`src/rtl/boruhatti_paketleyici.sv`:
```
// Serial-to-parallel packer: collects eight N-bit samples and strobes them onto sayi1..sayi8 for the 8-operand adder.
// Latency 1 clk from accepting/flushing edge to giris_etkin; veri_hazir drops only for the one-cycle gap after a partial flush.
// Optional sticky overflow flag tasma when PAKETLEYICI_TASMA_EN is defined; no downstream backpressure.
module boruhatti_paketleyici #(
    parameter int N = 8
) (
    input  logic         clk,
    input  logic         rst_n,
    input  logic [N-1:0] veri_giris,
    input  logic         veri_gecerli,
    output logic         veri_hazir,
    input  logic         bosalt,
    output logic [N-1:0] sayi1,
    output logic [N-1:0] sayi2,
    output logic [N-1:0] sayi3,
    output logic [N-1:0] sayi4,
    output logic [N-1:0] sayi5,
    output logic [N-1:0] sayi6,
    output logic [N-1:0] sayi7,
    output logic [N-1:0] sayi8,
    output logic         giris_etkin,
    output logic [3:0]   gecerli_adet
`ifdef PAKETLEYICI_TASMA_EN
    ,
    output logic         tasma
`endif
);

    localparam logic [0:0] TOPLA = 1'b0;
    localparam logic [0:0] ARA   = 1'b1;

    logic [0:0]   state;
    logic [2:0]   cnt;
    logic [N-1:0] slot [8];
    logic [N-1:0] lane [8];
    logic [N-1:0] pad  [8];
    logic         acc;
    logic [3:0]   k;
    logic         full;
    logic         flush_part;

    assign veri_hazir = rst_n && (state == TOPLA);
    assign acc        = veri_gecerli && veri_hazir;
    assign k          = {1'b0, cnt} + {3'b000, acc};
    assign full       = acc && (cnt == 3'd7);
    assign flush_part = bosalt && (state == TOPLA) && (k != 4'd0) && !full;

    // One lane builder serves both full and partial emits: stored slots, then the
    // sample accepted on this edge, then zero padding.
    always_comb begin
        for (int i = 0; i < 8; i++) begin
            pad[i] = '0;
            if (i < int'(cnt))
                pad[i] = slot[i];
            else if ((i == int'(cnt)) && acc)
                pad[i] = veri_giris;
        end
    end

    always_ff @(posedge clk or negedge rst_n) begin
        if (!rst_n) begin
            state        <= TOPLA;
            cnt          <= '0;
            giris_etkin  <= 1'b0;
            gecerli_adet <= '0;
            for (int i = 0; i < 8; i++) begin
                slot[i] <= '0;
                lane[i] <= '0;
            end
        end else begin
            giris_etkin <= 1'b0;
            if (full || flush_part) begin
                for (int i = 0; i < 8; i++)
                    lane[i] <= pad[i];
                giris_etkin  <= 1'b1;
                gecerli_adet <= k;
                cnt          <= '0;
                // Full groups stream back-to-back; only a partial flush opens a frame gap.
                if (flush_part)
                    state <= ARA;
            end else begin
                if (acc) begin
                    slot[cnt] <= veri_giris;
                    cnt       <= cnt + 3'd1;
                end
                if (state == ARA)
                    state <= TOPLA;
            end
        end
    end

`ifdef PAKETLEYICI_TASMA_EN
    always_ff @(posedge clk or negedge rst_n) begin
        if (!rst_n)
            tasma <= 1'b0;
        else if (veri_gecerli && !veri_hazir)
            tasma <= 1'b1;
    end
`endif

    assign sayi1 = lane[0];
    assign sayi2 = lane[1];
    assign sayi3 = lane[2];
    assign sayi4 = lane[3];
    assign sayi5 = lane[4];
    assign sayi6 = lane[5];
    assign sayi7 = lane[6];
    assign sayi8 = lane[7];

endmodule

```
`config.mk`:
```
export PLATFORM = sky130hd
export DESIGN_NAME = boruhatti_paketleyici
export DESIGN_NICKNAME = d
export VERILOG_FILES = /design/src/rtl/boruhatti_paketleyici.sv
export SDC_FILE = /design/constraint.sdc
export NUM_CORES = 1
export LEC_CHECK = 0
export BUFFER_PORTS_ARGS = -buffer_cell sky130_fd_sc_hd__buf_2
export CORE_AREA = 4 4 105 107
export CTS_BUF_LIST = sky130_fd_sc_hd__clkbuf_2 sky130_fd_sc_hd__clkbuf_4 sky130_fd_sc_hd__clkbuf_8
export CTS_CLUSTER_SIZE = 25
export DETAILED_ROUTE_END_ITERATION = 16
export DIE_AREA = 0 0 109 111
export MAX_ROUTING_LAYER = met4
export PLACE_DENSITY = 0.8
export SLEW_MARGIN = 10
export SYNTH_ARGS = -nofsm -noshare
export SYNTH_HDL_FRONTEND = slang
export SYNTH_SLANG_ARGS = --single-unit
```
`constraint.sdc`:
```
create_clock -name clk -period 3.1 [get_ports clk]
set_input_delay 0.62 -clock clk [delete_from_list [all_inputs] [get_ports clk]]
set_output_delay 0.62 -clock clk [all_outputs]
set_load 0.02 [all_outputs]
```
==> metrics.md, run 1 <==
| Metric | Value |
|---|---|
| Syn avg cell area | `14.3 sq um` |
| Ys async rst share | `1.00` |
| Root Buffer | `clkbuf_8` |
| Syn Std Cell Area | `5790 sq um` |
| Mapped Cells | `405` |
| # clock sinks | `129` |
| Worst slack, placed | `0.109 ns` |
| Worst-path clk slew | `0.08 ns` |
| Switching power | `0.00180 W` |
| Min cycle time layout | `2.72 ns` |
| Ys Warns | `0` |
| Crit. End Element | `flop` |
| RSZ-0062 raised after global routing | `no` |
| DR vias | `3,714` |
| # Post-CTS Setup Buffers | `0` |
| GRT Residual Overflow | `0` |
| GP Congestion | `0.943` |
| Run status | `complete, no violations` |
| Commonest non-fill, non-tap cell in the layout | `dfrtp_1` |
| Final-report hold violation count | `0` |
| Synth cell types | `43` |
| Commonest cells after routing, fill and taps aside | `129 x dfrtp_1, 107 x mux2_2, 80 x buf_2` |
| Detail Placement HPWL | `8240 microns` |
| Final Skew | `0.00844 ns` |
| Sequential-to-total area share from yosys stat | `0.557` |
| Drc violations | `0` |
| Setup slack after layout | `0.379 ns` |
| Slew headroom | `0.252` |
| Worst-margin pin slew | `1.11 ns` |
| Mapped Nets | `425` |
| Area delta synth->final | `17.5%` |
| Post-CTS sizing | `0` |
| Initial core utilization | `0.571` |
| Final setup viols | `0` |
| Number of flops mapped to enable cells by yosys | `0` |
| Hold WS | `0.342 ns` |
| Antenna violations before repair | `0` |
| Crit path launch type | `flop` |
| Vias in the first global route | `3,942` |
| Routed Antenna Nets | `0` |
| Standard-cell row count | `37` |
| Seq cells post-synth | `129` |
| Max-cap viol count | `0` |
| # fillers | `737` |
| R2R depth | `10` |
| Hold buffer count at CTS | `0` |
| Share of layout cells above drive strength 1 | `0.531` |
| Worst VDD drop | `0.000504 V` |
| Internal power | `0.00383 W` |
| Crit path from | `state` |
| Final worst-path cycle share | `0.878` |
| Ys flop type | `dfrtp_1` |
| Hold/Removal Path Class | `in -> async` |
| Seq pwr share | `0.425` |
| Core footprint | `10,100 sq um` |
| Drt via density | `5.77` |
| Largest net degree at the start of global routing | `78` |
| Sum Neg Setup Slack | `0 ns` |
| Power Density | `828 nW/um^2` |
| N_diodes | `0` |
| Max Slew Vio Count | `0` |
| Port Buffers | `81` |
| First-pass DRT Iterations | `7` |
| Routed WL | `12,400 microns` |
| NumNets Final | `515` |
| DR iter-0 viols | `244` |
| First-pass GRT wire length | `21,000 microns` |
| Crit path DAT | `3.04 ns` |
| Reg2reg start | `state` |
| CTS H-tree depth | `4` |
| Lkg Pwr | `3.51 nW` |
| Clock Latency Late Sink | `0.43 ns` |
| Clock power frac | `0.272` |
| Die width | `109 microns` |
| TritonCTS clock tree | `done` |
| WL/cell | `19.3 microns` |
| GRT Total Usage | `0.232` |
| Combinational share of power | `0.303` |
| Top fanout value on the critical path | `8` |
| Die area | `12,100 sq um` |
| Worst EP required | `3.42 ns` |
| Crit path kind | `reg -> reg` |
| Die height | `111 microns` |
| IO Count | `82` |
| Clk buf depth | `2` |
| Sw Share | `0.320` |
| CTS buffer count | `17` |
| Fmax | `0.367 GHz` |
-- synthesized netlist by cell type (all sizes together) (2+ instances only) --
| master | n | area (sq um) |
|---|---|---|
| nor3 | 11 | 86.3 |
| clkbuf | 13 | 48.8 |
| ha | 8 | 100 |
| or2 | 2 | 12.5 |
| a22o | 64 | 571 |
| and2 | 2 | 13.8 |
| a21oi | 3 | 15.0 |
| or3 | 3 | 23.8 |
| mux2 | 115 | 1330 |
| nor2b | 2 | 12.5 |
| dfrtp | 129 | 3230 |
| nor4 | 2 | 27.5 |
| nand4 | 2 | 12.5 |
| inv | 9 | 33.8 |
| or4 | 2 | 15.0 |
| nand2 | 4 | 15.0 |
| buf | 15 | 93.8 |
| nor2 | 6 | 25.0 |
-- flip-flops by register name, summed over array words and instances, names as in the netlist --
register      flops
sayi8             8
sayi5             8
slot             56
sayi6             8
giris_etkin       1
sayi1             8
state             1
sayi7             8
gecerli_adet      4
sayi4             8
sayi2             8
sayi3             8
cnt               3
-- power by group through the flow --
stage                     registers (W)  logic [W]  clock network [W]
after floorplan                 0.00251    0.00117                  0
after global placement          0.00239    0.00167                  0
after detailed placement        0.00242    0.00172                  0
after CTS                       0.00239    0.00173            0.00155
after global routing            0.00244    0.00186            0.00164
final                           0.00239    0.00171            0.00153
-- final timing paths --
| path | slack [ns] | to |
|---|---|---|
| setup / recovery | 0.38 | slot[17] |
| hold / removal | 0.34 | sayi3[2] |
| setup reg to reg | 0.38 | slot[17] |
| hold reg to reg | 0.50 | sayi1[4] |
| max in group asynchronous | 1.31 | sayi6[4] |
| min in group clk | 0.50 | sayi1[4] |
-- cell families (layout without fill, tap and decap cells) --
logic type / count (synthesis) / after routing / synth area share
and+or+nand+nor: 43 / 43 / 0.0540
AOI/OAI and AO/OA: 71 / 71 / 0.109
DFF: 129 / 129 / 0.557
adders and majority gates: 8 / 8 / 0.0173
muxes: 116 / 116 / 0.231
xor gates and xnor gates: 1 / 1 / 0.00151
buffers and inverters: 37 / 140 / 0.0305
-- worst max-delay path: stages, from the launching register on --
cell and delay [ns]:
dfrtp_1 0.40, nand3b_2 0.22, inv_1 0.08, ha_1 0.19
ha_1 0.22, a21boi_0 0.34, a211oi_4 0.12, buf_4 0.20
nor4b_4 0.27, buf_4 0.21, mux2_2 0.35
-- routing by layer --
metal	part of all wire	track usage	up-vias
li1	-	-	1686
met1	0.41	0.299	1906
met2	0.52	0.370	109
met3	0.056	0.0524	13
met4	0.010	0.0606	0
met5	0	-	-
-- metrics by stage --
step,area (sq um),power (W),util,instances
global placement,6370,0.00406,0.629,612
finish,6810,0.00563,0.671,644
detailed placement,6370,0.00414,0.629,612
floorplan,5790,0.00368,-,405
global route,6810,0.00595,0.671,644
CTS,6810,0.00567,0.671,644
-- area by class of cell --
class	instances	area (sq um)	share of cell area
inverter	9	33.8	0.00496
multi-input combinational	239	2390	0.351
clock buffer	20	275	0.0404
timing repair buffer	99	556	0.0816
clock inverter	12	156	0.0230
sequential	129	3230	0.474
tap	136	170	0.0250
Power figures use the tool's default switching activity.
==> run 2, diff against run 1 <==
- SETUP_SLACK_MARGIN: default -> 0.5
==> metrics.md, run 2 (synthesis results as in run 1) <==
| Metric | Value |
|---|---|
| Run status | `complete, no violations` |
| Worst slack, placed | `0.254 ns (+0.146 ns)` |
| # clock sinks | `129 (unchanged)` |
| Hold WS | `0.381 ns (+0.0387 ns)` |
| Final Skew | `0.0116 ns (+0.00318 ns)` |
| Drt via density | `5.78 (+0.25%)` |
| Top fanout value on the critical path | `8 (unchanged)` |
| First-pass DRT Iterations | `4 (-3)` |
| Worst-path clk slew | `0.08 ns (about the same)` |
| Commonest non-fill, non-tap cell in the layout | `dfrtp_1` |
| GP Congestion | `0.921 (-2.3%)` |
| Drc violations | `0 (unchanged)` |
| Detail Placement HPWL | `8440 microns (+2.4%)` |
| Final setup viols | `0 (unchanged)` |
| Core footprint | `10,100 sq um (unchanged)` |
| Die height | `111 microns (unchanged)` |
| Crit. End Element | `flop` |
| Final-report hold violation count | `0 (unchanged)` |
| DR iter-0 viols | `204 (-16%)` |
| GRT Total Usage | `0.231 (-0.00114)` |
| Hold buffer count at CTS | `0 (unchanged)` |
| Initial core utilization | `0.571 (unchanged)` |
| Power Density | `835 nW/um^2 (+0.84%)` |
| First-pass GRT wire length | `21,000 microns (about the same)` |
| Routed Antenna Nets | `0 (unchanged)` |
| Lkg Pwr | `3.56 nW (+1.4%)` |
| Routed WL | `12,600 microns (+1.1%)` |
| NumNets Final | `517 (+0.39%)` |
| Antenna violations before repair | `0 (unchanged)` |
| Vias in the first global route | `3,917 (-0.63%)` |
| Max Slew Vio Count | `0 (unchanged)` |
| Share of layout cells above drive strength 1 | `0.551 (+0.0195)` |
| Area delta synth->final | `19.7%` |
| Crit path DAT | `2.78 ns (-0.26 ns)` |
| GRT Residual Overflow | `0 (unchanged)` |
| Commonest cells after routing, fill and taps aside | `127 x dfrtp_1, 99 x mux2_2, 80 x buf_2` |
| RSZ-0062 raised after global routing | `no` |
| Hold/Removal Path Class | `in -> async` |
| Final worst-path cycle share | `0.800 (-0.0783)` |
| Largest net degree at the start of global routing | `81 (+3.8%)` |
| Standard-cell row count | `37 (unchanged)` |
| N_diodes | `0 (unchanged)` |
| # fillers | `734 (-0.41%)` |
| Setup slack after layout | `0.621 ns (+0.243 ns)` |
| Register name with the most flops | `slot` |
| Worst VDD drop | `0.000543 V (+7.7%)` |
| DR vias | `3,735 (+0.57%)` |
| CTS H-tree depth | `4 (unchanged)` |
| Worst-margin pin slew | `1.00 ns (-0.108 ns)` |
| Worst EP required | `3.40 ns (-0.02 ns)` |
| Min cycle time layout | `2.48 ns (-0.243 ns)` |
| Clock Latency Late Sink | `0.42 ns (about the same)` |
| Root Buffer | `clkbuf_8` |
| IO Count | `82 (unchanged)` |
| Max FFs per register | `56 (unchanged)` |
| TritonCTS clock tree | `done` |
| Crit path kind | `reg -> reg` |
| Crit path launch type | `flop` |
| Fmax | `0.403 GHz (+9.8%)` |
| Total power | `0.00578 W (+2.7%)` |
| Slew headroom | `0.325 (+0.0729)` |
| Clk buf depth | `2 (unchanged)` |
| CTS buffer count | `17 (unchanged)` |
| Max-cap viol count | `0 (unchanged)` |
| WL/cell | `19.4 microns (+0.74%)` |
| Sum Neg Setup Slack | `0 ns (unchanged)` |
| Die area | `12,100 sq um (unchanged)` |
| Die width | `109 microns (unchanged)` |
| Port Buffers | `81 (unchanged)` |
[run 2: cell type report]
| type | instances | area, sq um | share of cell area |
|---|---|---|---|
| clock buffer | 20 | 263 | 0.0379 |
| inverter | 9 | 36.3 | 0.00524 |
| timing repair buffer | 101 | 574 | 0.0829 |
| sequential | 129 | 3230 | 0.466 |
| tap | 136 | 170 | 0.0246 |
| clock inverter | 12 | 184 | 0.0265 |
| multi-input combinational | 239 | 2470 | 0.357 |
[run 2: path summary, 6_finish.rpt]
check                      depth (start not counted)  slack, ns      from        to
setup / recovery                                   6       0.62    cnt[1]  slot[49]
min in group clk                                   1       0.51  sayi7[5]  sayi7[5]
max in group asynchronous                          3       1.29     rst_n  slot[22]
setup reg to reg                                   6       0.62    cnt[1]  slot[49]
hold reg to reg                                    1       0.51  sayi7[5]  sayi7[5]
hold / removal                                     2       0.38     rst_n  slot[27]
[run 2: what timing repair did]
| action | CTS | global route |
|---|---|---|
| pin swaps | 0 | 2 |
| endpoints found under the setup margin | 41 | 80 |
| setup buffers | 0 | 2 |
| gates resized for setup | 1 | 4 |
[run 2: report_power, final]
part           total (W)  switching [W]  internal (W)
clock network    0.00159       0.000664      0.000921
registers        0.00242       0.000286       0.00213
logic            0.00178       0.000882      0.000900
[run 2: worst max-delay path: stages (launching register included)]
cell and delay, ns:
dfrtp_1 0.50, ha_1 0.26, ha_1 0.27, or4_1 0.60
nor3_4 0.23, buf_12 0.15, mux2_2 0.34
[run 2: layer usage]
layer  wire length [microns]  global-route usage
met2                    6600               0.369
met1                    5250               0.302
met4                     130              0.0547
met5                       0                   -
met3                     579              0.0495
[run 2: through the flow]
step / area (sq um) / instances / util
5_1_grt: 6930 / 646 / 0.684
6_report: 6930 / 646 / 0.684
2_1_floorplan: 5890 / 405 / -
3_3_place_gp: 6440 / 612 / 0.636
4_1_cts: 6890 / 644 / 0.680
3_5_place_dp: 6440 / 612 / 0.636
==> run 3, diff against run 2 <==
- ABC_AREA: default -> 1
- CORE_AREA: 4 4 105 107 -> 4 4 111 113
- DIE_AREA: 0 0 109 111 -> 0 0 115 117
- PLACE_DENSITY: 0.8 -> 0.77
- clock period: 3.1 -> 2.2 ns (I/O delays scaled with it)
==> metrics.md, run 3 <==
| Metric | Value |
|---|---|
| Drc violations | `0 (unchanged)` |
| CTS buffer count | `17 (unchanged)` |
| Detail Placement HPWL | `10,400 microns (+23%)` |
| Standard-cell row count | `39 (+5.4%)` |
| Min cycle time layout | `2.17 ns (-0.307 ns)` |
| DR vias | `5,786 (+55%)` |
| WL/cell | `18.5 microns (-5.0%)` |
| Reg2reg start | `state` |
| Area delta synth->final | `35.2%` |
| Largest net degree at the start of global routing | `90 (+11%)` |
| Placed Instances | `936 (+53%)` |
| Die area | `13,500 sq um (+11%)` |
| Largest cells by area after synthesis | `dfrtp_1 54%, nand2_1 21%, o21ai_0 5.6%, nand4_1 4.0%, nand3_1 1.7%` |
| Sw Share | `0.406 (+0.0894)` |
| Hold buffer count at CTS | `0 (unchanged)` |
| Register name with the most flops | `slot` |
| Final-report hold violation count | `0 (unchanged)` |
| Run status | `complete, no violations` |
| IO Count | `82 (unchanged)` |
| First-pass DRT Iterations | `5 (+1)` |
| R2R depth | `15 (+9)` |
| Critical R2R Capture | `slot[39]` |
| Slew headroom | `0.631 (+0.305)` |
| Max Slew Vio Count | `0 (unchanged)` |
| Worst EP required | `2.53 ns (-0.87 ns)` |
| Seq pwr share | `0.340 (-0.078)` |
| GRT Residual Overflow | `0 (unchanged)` |
| Die height | `117 microns (+5.4%)` |
| Crit path kind | `reg -> reg` |
| NumNets Final | `870 (+68%)` |
| Power Density | `1290 nW/um^2 (+55%)` |
| Fmax | `0.460 GHz (+14%)` |
| Antenna violations before repair | `0 (unchanged)` |
| N_diodes | `0 (unchanged)` |
| GP Congestion | `0.855 (-7.2%)` |
| Post-synth top cells | `339 x nand2_1, 129 x dfrtp_1, 67 x o21ai_0` |
| Final Skew | `0.0125 ns (+0.000862 ns)` |
| Sequential-to-total area share from yosys stat | `0.536 (-0.0211)` |
| Top-count cell post-synth | `nand2_1` |
| First-pass GRT wire length | `27,900 microns (+33%)` |
| Post-synthesis xor/xnor area fraction | `0 (-0.00151)` |
| Clock power frac | `0.183 (-0.091)` |
| Commonest cells after routing, fill and taps aside | `248 x nand2_1, 127 x dfrtp_1, 80 x nand2_2, 80 x buf_2, 50 x o21ai_0` |
| Ys async rst share | `1.00 (unchanged)` |
| Port Buffers | `81 (unchanged)` |
| Final worst-path cycle share | `0.987 (+0.188)` |
| Ys Warns | `0 (unchanged)` |
| Synth Area in Simple Gates | `0.301 (+0.247)` |
| TritonCTS clock tree | `done` |
| Worst-margin pin slew | `0.554 ns (-0.450 ns)` |
| Post-synthesis compound-gate area fraction | `0.0904 (-0.0182)` |
| Commonest non-fill, non-tap cell in the layout | `nand2_1` |
| Ys flop type | `dfrtp_1` |
| Crit. End Element | `flop` |
| Mapped Nets | `745 (+75%)` |
| Max-cap viol count | `0 (unchanged)` |
| Crit path DAT | `2.50 ns (-0.28 ns)` |
| Routed WL | `18,600 microns (+48%)` |
| Die width | `115 microns (+5.5%)` |
| Initial core utilization | `0.532 (-0.0395)` |
| Share of layout cells above drive strength 1 | `0.370 (-0.181)` |
| Synth cell types | `27 (-37%)` |
| R2r setup slk | `0.03 ns (-0.59 ns)` |
| Syn avg cell area | `8.30 sq um (-42%)` |
| RSZ-0062 raised after global routing | `yes` |
| Post-route cell area | `8140 sq um (+17%)` |
| Critical Path Max Stage Delay | `0.40 ns (-0.20 ns)` |
| Synth Area in Adders | `0.0166 (-0.000654)` |
| Internal power | `0.00625 W (+58%)` |
| Vias in the first global route | `5,565 (+42%)` |
| Worst-path clk slew | `0.08 ns (about the same)` |
| CTS H-tree depth | `4 (unchanged)` |
| Combinational share of power | `0.477 (+0.169)` |
| Drt via density | `5.76 (-0.42%)` |
| Final std cells w/o fill | `1,005 (+56%)` |
| Crit path cell chain | `inv_2 > nand3_4 > clkinv_4 > ha_4 > ha_4 > nor2_4 > nand2_4 > nor2_4 > nor2_4 > nor2_8 > buf_12 > buf_12 > nand2_8 > nand2_2 > nand2_1` |
| Final setup viols | `0 (unchanged)` |
| CP max-delay cell | `dfrtp_1` |
| DR iter-0 viols | `392 (+92%)` |
| Hold/Removal Path Class | `in -> async` |
| Root Buffer | `clkbuf_8` |
| GRT Total Usage | `0.275 (+0.0446)` |
| Routed Antenna Nets | `0 (unchanged)` |
| Multiplexer area fraction after synthesis | `0 (-0.231)` |
| Clock Latency Late Sink | `0.44 ns (+0.02 ns)` |
| Top fanout value on the critical path | `8 (unchanged)` |
| # clock sinks | `129 (unchanged)` |
| Switching power | `0.00428 W (+130%)` |
| Mapped Cells | `725 (+79%)` |
| Number of flops mapped to enable cells by yosys | `0 (unchanged)` |
| Yosys top cell area share | `0.536 (-0.0211)` |
| Post-DP Area | `6650 sq um (+3.2%)` |
| Lkg Pwr | `4.26 nW (+19%)` |
| Combinational family with the most area after synthesis | `simple AND/OR/NAND/NOR gates` |
| Synth area leader | `dfrtp_1` |
| Crit path launch type | `flop` |
| Crit path from | `state` |
| Syn Std Cell Area | `6020 sq um (+3.9%)` |
| Max FFs per register | `56 (unchanged)` |
| Most frequent CP cell | `nor2_4` |
| Worst setup endpoint | `slot[39]` |
| Seq cells post-synth | `129 (unchanged)` |
| Clk buf depth | `2 (unchanged)` |
| Worst VDD drop | `0.000869 V (+60%)` |
| Core footprint | `11,300 sq um (+12%)` |
-- run 3: changes by cell type in the layout (fill, tap and decap cells not counted), sizes merged, moves of 12 or more --
| cell | before | now |
|---|---|---|
| nand4 | 2 | 38 |
| inv | 9 | 21 |
| buf | 101 | 141 |
| nor2 | 6 | 23 |
| nand2 | 4 | 344 |
| mux2 | 115 | 0 |
| nand3 | 1 | 22 |
| o21ai | 0 | 71 |
| a22o | 64 | 0 |
-- run 3: power by group through the flow --
stage               Clock, W  Combinational [W]  Sequential, W
floorplan                  0            0.00209        0.00366
global placement           0            0.00305        0.00345
detailed placement         0            0.00319        0.00346
CTS                  0.00194            0.00406        0.00348
global route         0.00206            0.00538        0.00363
finish               0.00192            0.00502        0.00358
-- run 3: timing repair --
action | CTS | global route
endpoints found under the setup margin | 129 | 130
pin swaps | 33 | 22
cloned | 4 | 7
gates resized for setup | 91 | 96
setup buffers | 16 | 10
-- run 3: area by class of cell --
| type | count | area, sq um |
|---|---|---|
| Sequential cell | 129 | 3230 |
| Inverter | 23 | 95.1 |
| Tap cell | 143 | 179 |
| Multi-Input combinational cell | 532 | 2950 |
| Timing Repair Buffer | 147 | 1310 |
| Fill cell | 772 | 3180 |
| Clock inverter | 9 | 83.8 |
| Clock buffer | 22 | 290 |
-- run 3: logic make-up (layout without fill, tap and decap cells) --
kind of cell / count (synthesis) / in the layout
AOI/OAI and AO/OA: 96 / 96
DFF: 129 / 129
buffers and inverters: 64 / 201
and+or+nand+nor: 428 / 428
adders and majority gates: 8 / 8
-- run 3: per-layer routing --
| metal | wire [microns] | GRT usage |
|---|---|---|
| met5 | 0 | - |
| met4 | 634 | 0.110 |
| met3 | 1530 | 0.0602 |
| met2 | 9080 | 0.427 |
| met1 | 7330 | 0.355 |
-- run 3: worst max-delay path, delay by kind of cell (launching register included) --
| kind | cells | cell delay (ns) |
|---|---|---|
| and+or+nand+nor | 9 | 0.86 |
| DFF | 1 | 0.40 |
| adders and majority gates | 2 | 0.34 |
| buffers and inverters | 4 | 0.45 |
-- run 3: worst min-delay path by stage --
stage                                  to  cells after the start
after detailed placement         sayi4[4]                      2
after floorplan                    cnt[0]                      0
final                            sayi4[3]                      2
after global placement    gecerli_adet[2]                      2
after global routing      gecerli_adet[1]                      2
after CTS                        slot[35]                      2
-- run 3: metrics by stage --
step	total power [W]	utilization	TNS (ns)	setup WS, ns	hold WS [ns]
floorplan	0.00575	-	-4.15	-0.0552	0.144
global placement	0.00650	0.588	0	0.0123	0.451
detailed placement	0.00665	0.588	-3.44	-0.0946	0.453
CTS	0.00948	0.669	0	0.175	0.00605
global route	0.0111	0.719	-1.11	-0.0542	0.00881
finish	0.0105	0.719	0	0.0282	0.00255
